## src/rtl/fetch_stage.sv

```systemverilog
// Instruction-fetch stage: owns the architectural PC, fetches over a req/ack
// handshake, presents the word to decode, traps misaligned PCs, counts retires.
module fetch_stage #(
  parameter logic [63:0] RESET_PC = 64'h0
) (
  input  logic        CLK,
  input  logic        resetl,
  input  logic [63:0] NextPC,
  input  logic        Advance,
  output logic [63:0] CurrentPC,
  output logic [31:0] Instruction,
  output logic        InstrValid,
  output logic        IMemReq,
  output logic [63:0] IMemAddr,
  input  logic        IMemAck,
  input  logic [31:0] IMemData,
  output logic        FetchFault,
  output logic [31:0] RetireCount
);

  typedef enum logic [1:0] {IDLE, FETCH, HOLD, FAULT} fetchState_t;

  fetchState_t state, nextState;

  logic [63:0] pcNext;
  logic [31:0] instrNext;
  logic        validNext;
  logic        reqNext;
  logic        faultNext;
  logic [31:0] retireCnt;
  logic [31:0] countNext;

  assign IMemAddr    = CurrentPC;
  assign RetireCount = retireCnt;

  always_ff @(posedge CLK or negedge resetl) begin
    if (!resetl) begin
      state       <= IDLE;
      CurrentPC   <= RESET_PC;
      Instruction <= 32'h0;
      InstrValid  <= 1'b0;
      IMemReq     <= 1'b0;
      FetchFault  <= 1'b0;
      retireCnt   <= 32'h0;
    end else begin
      state       <= nextState;
      CurrentPC   <= pcNext;
      Instruction <= instrNext;
      InstrValid  <= validNext;
      IMemReq     <= reqNext;
      FetchFault  <= faultNext;
      retireCnt   <= countNext;
    end
  end

  always_comb begin
    nextState = state;
    pcNext    = CurrentPC;
    instrNext = Instruction;
    validNext = InstrValid;
    reqNext   = IMemReq;
    faultNext = FetchFault;
    countNext = retireCnt;
    case (state)
      IDLE: begin
        reqNext   = 1'b1;
        nextState = FETCH;
      end
      FETCH: begin
        if (IMemAck) begin
          instrNext = IMemData;
          validNext = 1'b1;
          reqNext   = 1'b0;
          nextState = HOLD;
        end
      end
      HOLD: begin
        if (Advance) begin
          countNext = retireCnt + 32'd1;
          pcNext    = NextPC;
          validNext = 1'b0;
          // The bad PC is still latched so the fault can be debugged.
          if (NextPC[1:0] == 2'b00) begin
            reqNext   = 1'b1;
            nextState = FETCH;
          end else begin
            faultNext = 1'b1;
            nextState = FAULT;
          end
        end
      end
      FAULT: begin
        reqNext   = 1'b0;
        validNext = 1'b0;
      end
      default: nextState = IDLE;
    endcase
  end

endmodule
```

## config.mk

```make
export PLATFORM = sky130hd
export DESIGN_NAME = fetch_stage
export DESIGN_NICKNAME = d
export VERILOG_FILES = /design/src/rtl/fetch_stage.sv
export SDC_FILE = /design/constraint.sdc
export NUM_CORES = 1
export LEC_CHECK = 0
export ABC_AREA = 0
export BUFFER_PORTS_ARGS = -buffer_cell sky130_fd_sc_hd__buf_2
export CAP_MARGIN = 20
export CORE_AREA = 2 2 129 131
export DETAILED_ROUTE_END_ITERATION = 10
export DIE_AREA = 0 0 131 133
export MAX_ROUTING_LAYER = met4
export PLACE_DENSITY = 0.75
export SYNTH_ARGS = -nofsm -noshare
export SYNTH_HDL_FRONTEND = slang
export SYNTH_SLANG_ARGS = --single-unit
```

## constraint.sdc

```tcl
create_clock -name CLK -period 4.45 [get_ports CLK]
set_input_delay 0.2225 -clock CLK [delete_from_list [all_inputs] [get_ports CLK]]
set_output_delay 0.2225 -clock CLK [all_outputs]
set_load 0.005 [all_outputs]
```

Yosys cells after proc, flatten, opt, wreduce, memory -nomap -nowiden
Index checks and enable logic that the tools add are counted.

Logic and storage cells: 36. Output and inout port bits: 195. Register bits after elaboration: 133. Input bits: 100.

Equal/unequal tests: 6. Mux-type cells: 11. Add/subtract/negate cells: 1. Reduce and logical (&&, ||, !) cells: 10. Bitwise gates (word level): 1.

Operators by type and width (number): adder 32 x 1 -> 32 bit (second input constant) (1); AND reduction 3 bit (4); 2-to-1 mux 2 bit (3); != test 2 bit (second input constant) (3); one-hot mux 2 bit (3 select lines) (1); nonzero test 3 bit (2); 2-to-1 mux 1 bit (5); equality test 2 bit (second input constant) (2); zero test 2 bit (2); one-hot mux 1 bit (4 select lines) (1); AND reduction 2 bit (2); one-hot mux 1 bit (3 select lines) (1); equality test 2 x 1 -> 1 bit (second input constant) (1); inverter 1 bit (1).

Depth between registers and ports, before layout
Gate-level depths: netlist (run 1).

Depth in word-level cells: 4. Gate-level depth with buffers: 7. Gate-level depth less buffers: 6.

Worst setup path after synthesis (run 1)
Ideal clock, no wire load.

Path kind: reg-to-reg. From: register state[0]. To: register CurrentPC[10]. Library setup time: 0.125 ns. Data arrival time: 1.733 ns. Stages on the path, launching flop included: 7. Period minus slack after synthesis: 1.857 ns. Path buffers: 2. Path slack: 2.593 ns. Data required time: 4.325 ns. Cell sequence: dfrtp_1 inv_1 ha_1 and2_1 clkbuf_1 buf_2 mux2_2.

Longest elaborated chain between the ends: 2.

RTL lines: from (decl) (RTL line 23) `fetchState_t state, nextState;`; from (signal assigned) (RTL line 46) `state <= nextState;`; equality test 2 bit (RTL line 64) `case (state)`; AND reduction 2 bit (no line); to (signal assigned) (RTL line 47) `CurrentPC <= pcNext;`; to (decl) (RTL line 10) `output logic [63:0] CurrentPC,`.

No other way between the ends. A chain may end at the register's enable or synchronous reset.

Final worst setup path (run 1)
From: register state[0]. To: register CurrentPC[45].

The elaborated chain is that of the path after synthesis.

==> results of run 1 <==
## synthesized netlist by cell type (all sizes together)
cell | number | share of area (%)
a21oi | 2 | 0.17
and2 | 2 | 0.21
and3 | 3 | 0.32
and4 | 2 | 0.30
buf | 73 | 9.0
clkbuf | 1 | 0.064
dfrtp | 133 | 57
ha | 4 | 0.86
inv | 6 | 0.39
mux2 | 98 | 19
nand2 | 14 | 1.0
nand2b | 1 | 0.11
nand3 | 14 | 1.3
nand3b | 1 | 0.13
nand4 | 11 | 1.3
nor2 | 10 | 0.64
nor2b | 2 | 0.21
nor3 | 7 | 0.69
nor3b | 1 | 0.13
nor4 | 5 | 1.1
o21ai | 5 | 0.43
o21bai | 1 | 0.13
o31ai | 1 | 0.13
or2 | 1 | 0.11
or3 | 1 | 0.11
or4 | 2 | 0.39
xnor2 | 24 | 3.6
xor2 | 7 | 1.1
## timing repair
item                      4_1_cts  5_1_grt
hold endpoints to repair       91        0
hold buffers                    1        0
resized for setup               0        0
setup buffers                   0        0
## cell usage in the layout (no fill, tap or decap), types with 2 or more instances in the layout
cell,synthesis,routed
sky130_fd_sc_hd__a21oi_1,2,2
sky130_fd_sc_hd__and3_1,3,3
sky130_fd_sc_hd__and4_1,2,2
sky130_fd_sc_hd__buf_2,6,293
sky130_fd_sc_hd__buf_4,64,3
sky130_fd_sc_hd__bufinv_16,0,3
sky130_fd_sc_hd__clkbuf_1,1,5
sky130_fd_sc_hd__clkbuf_16,0,17
sky130_fd_sc_hd__clkinv_2,0,4
sky130_fd_sc_hd__clkinv_4,0,2
sky130_fd_sc_hd__dfrtp_1,133,133
sky130_fd_sc_hd__ha_1,4,4
sky130_fd_sc_hd__inv_1,6,6
sky130_fd_sc_hd__mux2_2,98,98
sky130_fd_sc_hd__nand2_1,13,13
sky130_fd_sc_hd__nand3_1,13,13
sky130_fd_sc_hd__nand4_1,10,10
sky130_fd_sc_hd__nor2_1,10,10
sky130_fd_sc_hd__nor2b_1,2,2
sky130_fd_sc_hd__nor3_1,6,6
sky130_fd_sc_hd__nor4_2,3,3
sky130_fd_sc_hd__o21ai_0,5,5
sky130_fd_sc_hd__or4_4,2,2
sky130_fd_sc_hd__xnor2_1,24,24
sky130_fd_sc_hd__xor2_1,7,7
## final cells by class
type | count | area [um2] | share of cell area [%]
flip-flops and latches | 133 | 3330 | 43.4
multi-input cells | 219 | 1950 | 25.4
repair buffers | 298 | 1510 | 19.7
clock buffers | 23 | 458 | 5.97
well taps | 220 | 275 | 3.59
clock inverters | 9 | 128 | 1.66
inverters | 6 | 22.5 | 0.294
## worst paths after layout
kind	start	end	slack, ps	depth (start not counted)
max	state[0]	CurrentPC[45]	1910	5
min	IMemData[1]	Instruction[1]	40	2
max reg2reg	state[0]	CurrentPC[45]	1910	5
min reg2reg	RetireCount[31]	RetireCount[31]	460	1
max in group asynchronous	resetl	CurrentPC[7]	2910	3
min in group asynchronous	resetl	CurrentPC[28]	460	2
## power groups by stage
stage / Combinational, mW / Sequential [mW] / Clock (mW)
after floorplan: 0.00118 / 1.23 / 0
after global placement: 0.0697 / 1.23 / 0
after detailed placement: 0.0703 / 1.23 / 0
after CTS: 0.0714 / 1.21 / 1.44
after global routing: 0.0787 / 1.21 / 1.50
final: 0.0684 / 1.21 / 1.39
## sequential cells by signal, indices dropped and copies added, names as in the netlist
register	cells
InstrValid	1
IMemReq	1
Instruction	32
CurrentPC	64
FetchFault	1
RetireCount	32
state	2
## through the flow
stage	setup WS [ps]	hold slack (ps)	utilization, %
finish	1910	43.7	47.4
global route	1690	17.6	47.4
CTS	1820	20.9	47.4
detailed placement	1830	369	43.7
global placement	1870	367	43.7
floorplan	2590	-73.1	-
## logic make-up (layout without fill, tap and decap cells)
kind of cell / after synthesis / after routing / synth area share, %
DFF: 133 / 133 / 57.2
muxes: 98 / 98 / 19.0
buffers and inverters: 80 / 336 / 9.41
and+or+nand+nor: 77 / 77 / 8.08
xor gates and xnor gates: 31 / 31 / 4.66
AOI/OAI and AO/OA: 9 / 9 / 0.860
adders and majority gates: 4 / 4 / 0.860
## metal layers
metal | track usage, % | up-vias
li1 | - | 1918
met1 | 18.6 | 1995
met2 | 24.4 | 196
met3 | 5.54 | 5
met4 | 4.79 | 0
met5 | - | -
==> metrics.sh, run 1 <==
SYNTH_CELL_TYPE_COUNT=36
SYNTHESIS.YOSYS.WARNINGS=0
POST_DRT_WL_PER_CELL_UM=14.6
NETLIST_INSTANCES=432
SYNTHTOLAYOUTAREAGROWTH_PCT=31.7
DIEAREA_UM2=17400
SYN-NUM-NETS=536
HP-CLASS='primary input to flip-flop'
PLACED_CELLS_INCL_TAPS=875
CTS_BUFFERS=17
NUMBER_OF_CELLS_IN_THE_FINISHED_LAYOUT_APART_FROM_FILLERS=908
SHARE_COMB_OF_TOTAL_POWER_PCT=2.6
VDD.IR_DROP.WORST_mV=0.228
SLEW_VIOL_FINAL=0
SYNTH_AREA_PER_CELL_UM2=13.5
GRT_PASS1_WL_UM=20200
FINALWORSTPATHREQUIREDPERIOD_PS=2540
TIMING_WORST_SETUP_PATH_TYPE='flip-flop to flip-flop'
VIAS_IN_THE_FIRST_GLOBAL_ROUTE=3903
TIGHTESTPINTRANSITION_PS=888
FILLCELLCOUNT=1485
TIMING.MAX_CAP.VIOLATIONS=0
FIN_TOTAL_PWR_mW=2.67
CRITICAL-PATH-SLOWEST-CELL='sky130_fd_sc_hd__and2_2'
FINAL_ANTENNA_NET_COUNT=0
TIMING.CRITICAL_PATH.FANOUT_MAX=40
PLACED_INST_AREA_UM2=7070
SETUP-VIOLATIONS-FINAL=0
CLK_PIN_SLEW_WORST_PATHS_PS=60
INTPOWER_mW=2.14
WORST_EP_ARRIVAL_TIME_PS=2830
CRITICAL_PATH.STARTPOINT_TYPE='flip-flop'
CLOCK_INSERTION_DELAY_WORST_SKEW_PS=410
FLOORPLAN.DIE.HEIGHT_UM=133
DESIGN.CORE.AREA_UM2=16200
SETUP_TNS_PS=0
CTS.SINKS=133
SHARE_OF_POWER_BURNED_IN_THE_CLOCK_NETWORK_PCT=52.1
MAXIMUM_NUMBER_OF_PINS_ON_ONE_NET_BEFORE_GLOBAL_ROUTE_REPAIR=93
PATH_BUF_INV=2
REPORT.FINAL.HOLD_VIOL_COUNT=0
GRT_OVERFLOW=0
CP_TOP_FAMILY='simple AND/OR/NAND/NOR gates'
ROUTE.VIAS.TOTAL=4114
WIRELENGTH_UM=13300
CP_DATA_REQUIRED_TIME_PS=4740
DRC=0
NUMBER_OF_ANTENNA_VIOLATIONS_AT_THE_FIRST_CHECK_IN_GLOBAL_ROUTING=0
ROUTED_VIA_DENSITY=4.53
TIMING.FINAL.CRIT_SHARE_PCT=57.2
SYNTH.YOSYS.SEQ_AREA_SHARE_PCT=57.2
CLOCK_TREE.ROOT_CELL='sky130_fd_sc_hd__clkbuf_16'
GLOBALPLACE.CONGESTION=0.772
GROUTE.USAGE.OVERALL_PCT=15.5
POWER.SWITCHING_mW=0.534
POST-ROUTE-CELL-AREA_UM2=7670
CRITICAL_PATH_CELL_LIST='inv_1 > ha_1 > and2_2 > buf_4 > mux2_2'
TOPROUTINGLAYERUSED='met4'
DPL.HPWL_UM=9730
CTS.HTREE.LEVELS=4
CRITPATHMAXSTAGEDELAY_PS=790
TRITONCTS='done'
DRT_PASS1_ITERATIONS=4
DESIGN.FINAL.NETS=779
INITIAL_CORE_UTIL_PCT=36.0
N_ANTENNA_CELL=0
WORST_SLEW_MARGIN_PCT=40.8
P_SEQ_SHARE_PCT=45.3
WORST_SETUP_PATH_END_KIND='flip-flop'
MAXCLOCKFREQUENCY_MHz=393
SWSHARE_PCT=20.0
POWERDENSITY_nW_PER_UM2=348
CTS_BUFFER_DEPTH=2
DRIVE_ABOVE_1_SHARE_PCT=62.9
WORST_CLOCK_SKEW_PS=6.46
RUN_STATUS='finished, final reports clean'
RSZ0062_AT_GRT='false'
NETLIST_AREA_UM2=5820
FLOORPLAN.DIE.WIDTH_UM=131
PORTBUFFERS=294
M1_WL_UM=5570
STD_CELL_ROWS=47
MET3_WIRELENGTH_UM=1130
YOSYS_REGISTER_BITS=133
DRT-INITIAL-DRC-COUNT=174
DESIGN.PORTCOUNT=295
WL_MET2_UM=6440
TOTAL_LEAKAGE_POWER_nW=4.49
Power figures use the tool's default switching activity.
==> run 2: changes to the inputs <==
- PLACE_DENSITY: 0.75 -> 0.78
- clock period: 4.45 -> 2.2 ns (I/O delays scaled with it)
==> metrics.sh, run 2 (synthesis results as in run 1) <==
DRT_PASS1_ITERATIONS=4  # unchanged
TOTAL_LEAKAGE_POWER_nW=4.94  # was 4.49 nW
CRITICAL_PATH_CELL_LIST='inv_1 > ha_1 > nand2_4 > or4_4 > nor4_4 > xor2_1'  # was inv_1 > ha_1 > and2_2 > buf_4 > mux2_2
CTS_BUFFERS=17  # unchanged
WORST_EP_ARRIVAL_TIME_PS=2380  # was 2830 ps
SLEW_VIOL_FINAL=0  # unchanged
WORST_SETUP_PATH_ENDPOINT='RetireCount[31]'  # was CurrentPC[45]
CTS_REPAIR_RESIZE_COUNT=0  # unchanged
ROUTED_VIA_DENSITY=4.47  # was 4.53
MOST-COMMON-LAYOUT-CELLS='sky130_fd_sc_hd__buf_2 (293), sky130_fd_sc_hd__dfrtp_1 (133), sky130_fd_sc_hd__mux2_2 (98), sky130_fd_sc_hd__dlygate4sd3_1 (97), sky130_fd_sc_hd__xnor2_1 (24)'  # was sky130_fd_sc_hd__buf_2 (293), sky130_fd_sc_hd__dfrtp_1 (133), sky130_fd_sc_hd__mux2_2 (98), sky130_fd_sc_hd__xnor2_1 (24), sky130_fd_sc_hd__clkbuf_16 (17)
VDD.IR_DROP.WORST_mV=0.451  # was 0.228 mV
WORSTSETUPPATHDEPTH=6  # was 5
NUMBER_OF_ANTENNA_VIOLATIONS_AT_THE_FIRST_CHECK_IN_GLOBAL_ROUTING=0  # unchanged
SETUP-VIOLATIONS-FINAL=0  # unchanged
DESIGN.FINAL.NETS=881  # was 779
FINAL_ANTENNA_NET_COUNT=0  # unchanged
SETUP_TNS_PS=0  # unchanged
GRT_PASS1_WL_UM=22500  # was 20200 um
MAXIMUM_NUMBER_OF_PINS_ON_ONE_NET_BEFORE_GLOBAL_ROUTE_REPAIR=55  # was 93
WORST_CLOCK_SKEW_PS=8.17  # was 6.46 ps
FLOORPLAN.DIE.HEIGHT_UM=133  # unchanged
DPL.HPWL_UM=9810  # was 9730 um
MAXCLOCKFREQUENCY_MHz=486  # was 393 MHz
TIMING_WORST_SETUP_PATH_TYPE='flip-flop to flip-flop'  # unchanged
POST_DRT_WL_PER_CELL_UM=14.6  # about the same
CTS_SETUP_BUFFERS=0  # unchanged
GLOBALPLACE.CONGESTION=0.830  # was 0.772
DESIGN.CORE.AREA_UM2=16200  # unchanged
DRC=0  # unchanged
GRT_OVERFLOW=0  # unchanged
DRT-INITIAL-DRC-COUNT=138  # was 174
WIRELENGTH_UM=14700  # was 13300 um
FLOORPLAN.DIE.WIDTH_UM=131  # unchanged
CTS_BUFFER_DEPTH=2  # unchanged
FIN_TOTAL_PWR_mW=5.73  # was 2.67 mW
FINALWORSTPATHREQUIREDPERIOD_PS=2060  # was 2540 ps
PORTBUFFERS=294  # unchanged
DESIGN.PORTCOUNT=295  # unchanged
WHS_PS=65.5  # was 43.7 ps
CRITPATHMAXSTAGEDELAY_PS=620  # was 790 ps
FILLCELLCOUNT=1322  # was 1485
CRITICAL_PATH.STARTPOINT_TYPE='flip-flop'  # unchanged
FF2FF_SETUP_SLACK_PS=140  # was 1910 ps
N_ANTENNA_CELL=0  # unchanged
TIMING.FINAL.CRIT_SHARE_PCT=93.6  # was 57.2%
HOLDBUFCOUNTCTS=97  # was 1
CTS.SINKS=133  # unchanged
WORST_SLEW_MARGIN_PCT=63.9  # was 40.8%
LARGEST_REGISTER='CurrentPC'  # unchanged
STD_CELL_ROWS=47  # unchanged
LAYOUT.CELLS.MOST_COMMON='sky130_fd_sc_hd__buf_2'  # unchanged
CLOCK_INSERTION_DELAY_WORST_SKEW_PS=410  # about the same
TRITONCTS='done'  # unchanged
REPORT.FINAL.HOLD_VIOL_COUNT=0  # unchanged
DRIVE_ABOVE_1_SHARE_PCT=56.0  # was 62.9%
WORST_SETUP_PATH_END_KIND='flip-flop'  # unchanged
ROUTE.VIAS.TOTAL=4512  # was 4114
TIGHTESTPINTRANSITION_PS=537  # was 888 ps
R2R-END='RetireCount[31]'  # was CurrentPC[45]
PATH_BUF_INV=1  # was 2
R2R_START='state[0]'  # unchanged
CRIT_PATH_START='state[0]'  # unchanged
CLOCK_TREE.ROOT_CELL='sky130_fd_sc_hd__clkbuf_16'  # unchanged
LARGEST_REG_FLOPS=64  # unchanged
INITIAL_CORE_UTIL_PCT=36.0  # unchanged
TIMING.CRITICAL_PATH.FANOUT_MAX=8  # was 40
RSZ0062_AT_GRT='false'  # unchanged
CTS.HTREE.LEVELS=4  # unchanged
CP_DATA_REQUIRED_TIME_PS=2520  # was 4740 ps
POWERDENSITY_nW_PER_UM2=655  # was 348 nW/um2
CLK_PIN_SLEW_WORST_PATHS_PS=60  # about the same
CRITICAL-PATH-SLOWEST-CELL='sky130_fd_sc_hd__or4_4'  # was sky130_fd_sc_hd__and2_2
RUN_STATUS='finished, final reports clean'  # unchanged
TIMING.MAX_CAP.VIOLATIONS=0  # unchanged
DIEAREA_UM2=17400  # unchanged
CP_TOP_FAMILY='simple AND/OR/NAND/NOR gates'  # unchanged
GROUTE.USAGE.OVERALL_PCT=17.0  # was 15.5%
SYNTHTOLAYOUTAREAGROWTH_PCT=50.2  # was 31.7%
VIAS_IN_THE_FIRST_GLOBAL_ROUTE=4547  # was 3903
HP-CLASS='primary input to flip-flop'  # unchanged
WORST_REG2REG_PATH_DEPTH=6  # was 5
[run 2: how the worst min path moves through the flow]
stage / start / endpoint / cells past startpoint
global route: Advance / RetireCount[0] / 3
finish: Advance / RetireCount[0] / 3
global placement: resetl / FetchFault / 1
CTS: Advance / RetireCount[0] / 3
detailed placement: resetl / FetchFault / 1
floorplan: resetl / CurrentPC[0] / 0
[run 2: layer usage]
metal / vias to the layer above / track usage [%] / part of all wire [%]
met1: 2164 / 19.2 / 41
met3: 18 / 4.81 / 6.9
met4: 0 / 6.26 / 1.6
met2: 198 / 28.5 / 50
li1: 2132 / - / -
met5: - / - / 0
[run 2: final cells by class]
type | count | area (um2) | area share [%]
Clock buffer | 20 | 457 | 5.22
Clock inverter | 11 | 174 | 1.99
Inverter | 6 | 22.5 | 0.258
Multi-Input combinational cell | 219 | 1950 | 22.3
Sequential cell | 133 | 3330 | 38.1
Tap cell | 220 | 275 | 3.15
Timing Repair Buffer | 400 | 2540 | 29.1
[run 2: through the flow]
| stage | setup slack [ps] | area, um2 | std cells | util [%] |
|---|---|---|---|---|
| after floorplan | 343 | 5820 | 432 | - |
| after global placement | 270 | 7140 | 881 | 44.2 |
| after global routing | 26.5 | 8740 | 1009 | 54.1 |
| after CTS | 128 | 8740 | 1009 | 54.1 |
| final | 142 | 8740 | 1009 | 54.1 |
| after detailed placement | 155 | 7140 | 881 | 44.2 |
[run 2: worst reg2reg max path, delay by kind of cell, from the launching register on]
kind / cells / cell delay (ps)
flip-flops: 1 / 410
AND/OR/NAND/NOR: 3 / 1000
buffers and inverters: 1 / 70
XOR/XNOR: 1 / 180
adder cells (fa/ha/maj): 1 / 320
[run 2: power by group]
group	internal, mW	switching (mW)
Sequential	2.45	0
Clock	1.96	1.04
Combinational	0.181	0.0986
Total	4.59	1.14
==> run 3: changes to the inputs <==
- SETUP_SLACK_MARGIN: not set -> 0.5
==> metrics.sh, run 3 (synthesis results as in run 1) <==
RUN_STATUS='finished, final reports clean'  # unchanged
TOPROUTINGLAYERUSED='met4'  # unchanged
PORTBUFFERS=294  # unchanged
DRIVE_ABOVE_1_SHARE_PCT=58.9  # was 56.0%
MULTI_INPUT_COMB_AREA_UM2=2080  # was 1950 um2
TOTAL_LEAKAGE_POWER_nW=5.18  # was 4.94 nW
WL_MET2_UM=8920  # was 7420 um
CLOCK_INSERTION_DELAY_WORST_SKEW_PS=410  # about the same
WIRELENGTH_UM=16200  # was 14700 um
DESIGN.CORE.AREA_UM2=16200  # unchanged
CRITICAL_PATH_CELL_LIST='inv_2 > ha_4 > buf_6 > nand3_4 > or2_4 > or3_4 > xnor2_1'  # was inv_1 > ha_1 > nand2_4 > or4_4 > nor4_4 > xor2_1
WORST_EP_ARRIVAL_TIME_PS=2010  # was 2380 ps
INITIAL_CORE_UTIL_PCT=36.0  # unchanged
CP_TOP_FAMILY='simple AND/OR/NAND/NOR gates'  # unchanged
SETUP_TNS_PS=0  # unchanged
POST_DRT_WL_PER_CELL_UM=15.7  # was 14.6 um
CTS_BUFFERS=17  # unchanged
DPL.HPWL_UM=10400  # was 9810 um
FINAL_ANTENNA_NET_COUNT=0  # unchanged
FLOORPLAN.DIE.WIDTH_UM=131  # unchanged
REPORT.FINAL.HOLD_VIOL_COUNT=0  # unchanged
LAYOUT_SETUP_WS_PS=487  # was 142 ps
WORST_CLOCK_SKEW_PS=9.73  # was 8.17 ps
FINAL-SEQ-AREA_UM2=3330  # about the same
CTS_BUFFER_DEPTH=2  # unchanged
HP-CLASS='primary input to flip-flop'  # unchanged
TRITONCTS='done'  # unchanged
LARGEST_REG_FLOPS=64  # unchanged
MAXCLOCKFREQUENCY_MHz=584  # was 486 MHz
CRITICAL-PATH-SLOWEST-CELL='sky130_fd_sc_hd__dfrtp_1'  # was sky130_fd_sc_hd__or4_4
MET3_WIRELENGTH_UM=963  # was 1020 um
GROUTE.USAGE.OVERALL_PCT=17.9  # was 17.0%
WORST_SLEW_MARGIN_PCT=62.2  # was 63.9%
M1_WL_UM=6040  # was 6030 um
CP_DATA_REQUIRED_TIME_PS=2490  # was 2520 ps
VIAS_IN_THE_FIRST_GLOBAL_ROUTE=4802  # was 4547
GRT_PASS1_WL_UM=23400  # was 22500 um
FINALWORSTPATHREQUIREDPERIOD_PS=1710  # was 2060 ps
VDD.IR_DROP.WORST_mV=0.503  # was 0.451 mV
TIMING_WORST_SETUP_PATH_TYPE='flip-flop to flip-flop'  # unchanged
PATH_BUF_INV=2  # was 1
RSZ0062_AT_GRT='true'  # was false
TIMING.MAX_CAP.VIOLATIONS=0  # unchanged
LAYOUT.CELLS.MOST_COMMON='sky130_fd_sc_hd__buf_2'  # unchanged
GLOBALPLACE.CONGESTION=0.825  # was 0.830
PLACED_INST_AREA_UM2=7220  # was 7140 um2
TIGHTESTPINTRANSITION_PS=562  # was 537 ps
LARGEST_REGISTER='CurrentPC'  # unchanged
DESIGN.FINAL.NETS=905  # was 881
MAXIMUM_NUMBER_OF_PINS_ON_ONE_NET_BEFORE_GLOBAL_ROUTE_REPAIR=53  # was 55
SETUP-VIOLATIONS-FINAL=0  # unchanged
SLEW_VIOL_FINAL=0  # unchanged
WORST_SETUP_PATH_END_KIND='flip-flop'  # unchanged
MOST-COMMON-LAYOUT-CELLS='sky130_fd_sc_hd__buf_2 (293), sky130_fd_sc_hd__dfrtp_1 (129), sky130_fd_sc_hd__dlygate4sd3_1 (97), sky130_fd_sc_hd__mux2_2 (83), sky130_fd_sc_hd__xnor2_1 (24)'  # was sky130_fd_sc_hd__buf_2 (293), sky130_fd_sc_hd__dfrtp_1 (133), sky130_fd_sc_hd__mux2_2 (98), sky130_fd_sc_hd__dlygate4sd3_1 (97), sky130_fd_sc_hd__xnor2_1 (24)
CRITICAL_PATH.STARTPOINT_TYPE='flip-flop'  # unchanged
GRT_OVERFLOW=0  # unchanged
TIMING.CRITICAL_PATH.FANOUT_MAX=4  # was 8
CTS.SINKS=133  # unchanged
ROUTE.VIAS.TOTAL=4730  # was 4512
POST-ROUTE-CELL-AREA_UM2=9230  # was 8740 um2
FILLCELLCOUNT=1280  # was 1322
CRITPATHMAXSTAGEDELAY_PS=400  # was 620 ps
DESIGN.PORTCOUNT=295  # unchanged
FIN_TOTAL_PWR_mW=5.63  # was 5.73 mW
CLK_PIN_SLEW_WORST_PATHS_PS=60  # about the same
TIMING.FINAL.CRIT_SHARE_PCT=77.8  # was 93.6%
PLACEMENT.SETUP.WORST_SLACK_PS=289  # was 155 ps
DIEAREA_UM2=17400  # unchanged
STD_CELL_ROWS=47  # unchanged
DRT_PASS1_ITERATIONS=4  # unchanged
CTS.HTREE.LEVELS=4  # unchanged
DRC=0  # unchanged
CLOCK_TREE.ROOT_CELL='sky130_fd_sc_hd__clkbuf_16'  # unchanged
SYNTHTOLAYOUTAREAGROWTH_PCT=58.6  # was 50.2%
NUMBER_OF_ANTENNA_VIOLATIONS_AT_THE_FIRST_CHECK_IN_GLOBAL_ROUTING=0  # unchanged
N_ANTENNA_CELL=0  # unchanged
DRT-INITIAL-DRC-COUNT=211  # was 138
FLOORPLAN.DIE.HEIGHT_UM=133  # unchanged
POWERDENSITY_nW_PER_UM2=609  # was 655 nW/um2
ROUTED_VIA_DENSITY=4.58  # was 4.47
==> run 3: worst register-to-register path, cell delays in order, from the launching register on <==
cell,delay [ps]
sky130_fd_sc_hd__dfrtp_1,400
sky130_fd_sc_hd__inv_2,70
sky130_fd_sc_hd__ha_4,150
sky130_fd_sc_hd__buf_6,110
sky130_fd_sc_hd__nand3_4,80
sky130_fd_sc_hd__or2_4,280
sky130_fd_sc_hd__or3_4,370
sky130_fd_sc_hd__xnor2_1,130
==> run 3: cell type report <==
class | instances | area share [%]
sequential | 133 | 36.1
inverter | 6 | 0.244
clock inverter | 8 | 1.34
multi-input combinational | 219 | 22.6
clock buffer | 23 | 5.18
timing repair buffer | 424 | 31.6
tap | 220 | 2.98
==> run 3: routing by layer <==
metal  track usage (%)  up-vias
li1                  -     2179
met1              18.0     2326
met2              32.9      199
met3              5.14       26
met4              5.44        0
met5                 -        -
==> run 3: where the power goes <==
group          switching (mW)  internal, mW
registers                   0          2.45
logic                   0.102         0.183
clock network            1.03          1.86
total                    1.13          4.50
==> run 3: metrics by stage <==
step,utilization (%),instances,hold slack [ps]
CTS,55.0,1020,54.5
detailed placement,44.7,885,102
global placement,44.7,885,98.5
finish,57.1,1033,81.1
floorplan,-,432,-186
global route,57.1,1033,98.2
==> run 3: worst paths after layout <==
path / from / endpoint / slack (ps) / cells after the start
worst max-delay path: state[0] / RetireCount[10] / 490 / 7
max in group asynchronous: resetl / CurrentPC[45] / 1340 / 3
worst min-delay path: IMemAck / InstrValid / 80 / 4
min in group asynchronous: resetl / Instruction[29] / 230 / 2
worst min register to register: RetireCount[31] / RetireCount[31] / 480 / 1
worst max register to register: state[0] / RetireCount[10] / 490 / 7
==> run 3: repair_timing <==
item                                   4_1_cts  5_1_grt
resized for setup                            5       36
endpoints found under the hold margin      146        0
setup endpoints to repair                   70       66
cloned                                       0        6
hold buffers                                97        0
setup buffers                                7        7
pin swaps                                    4        6
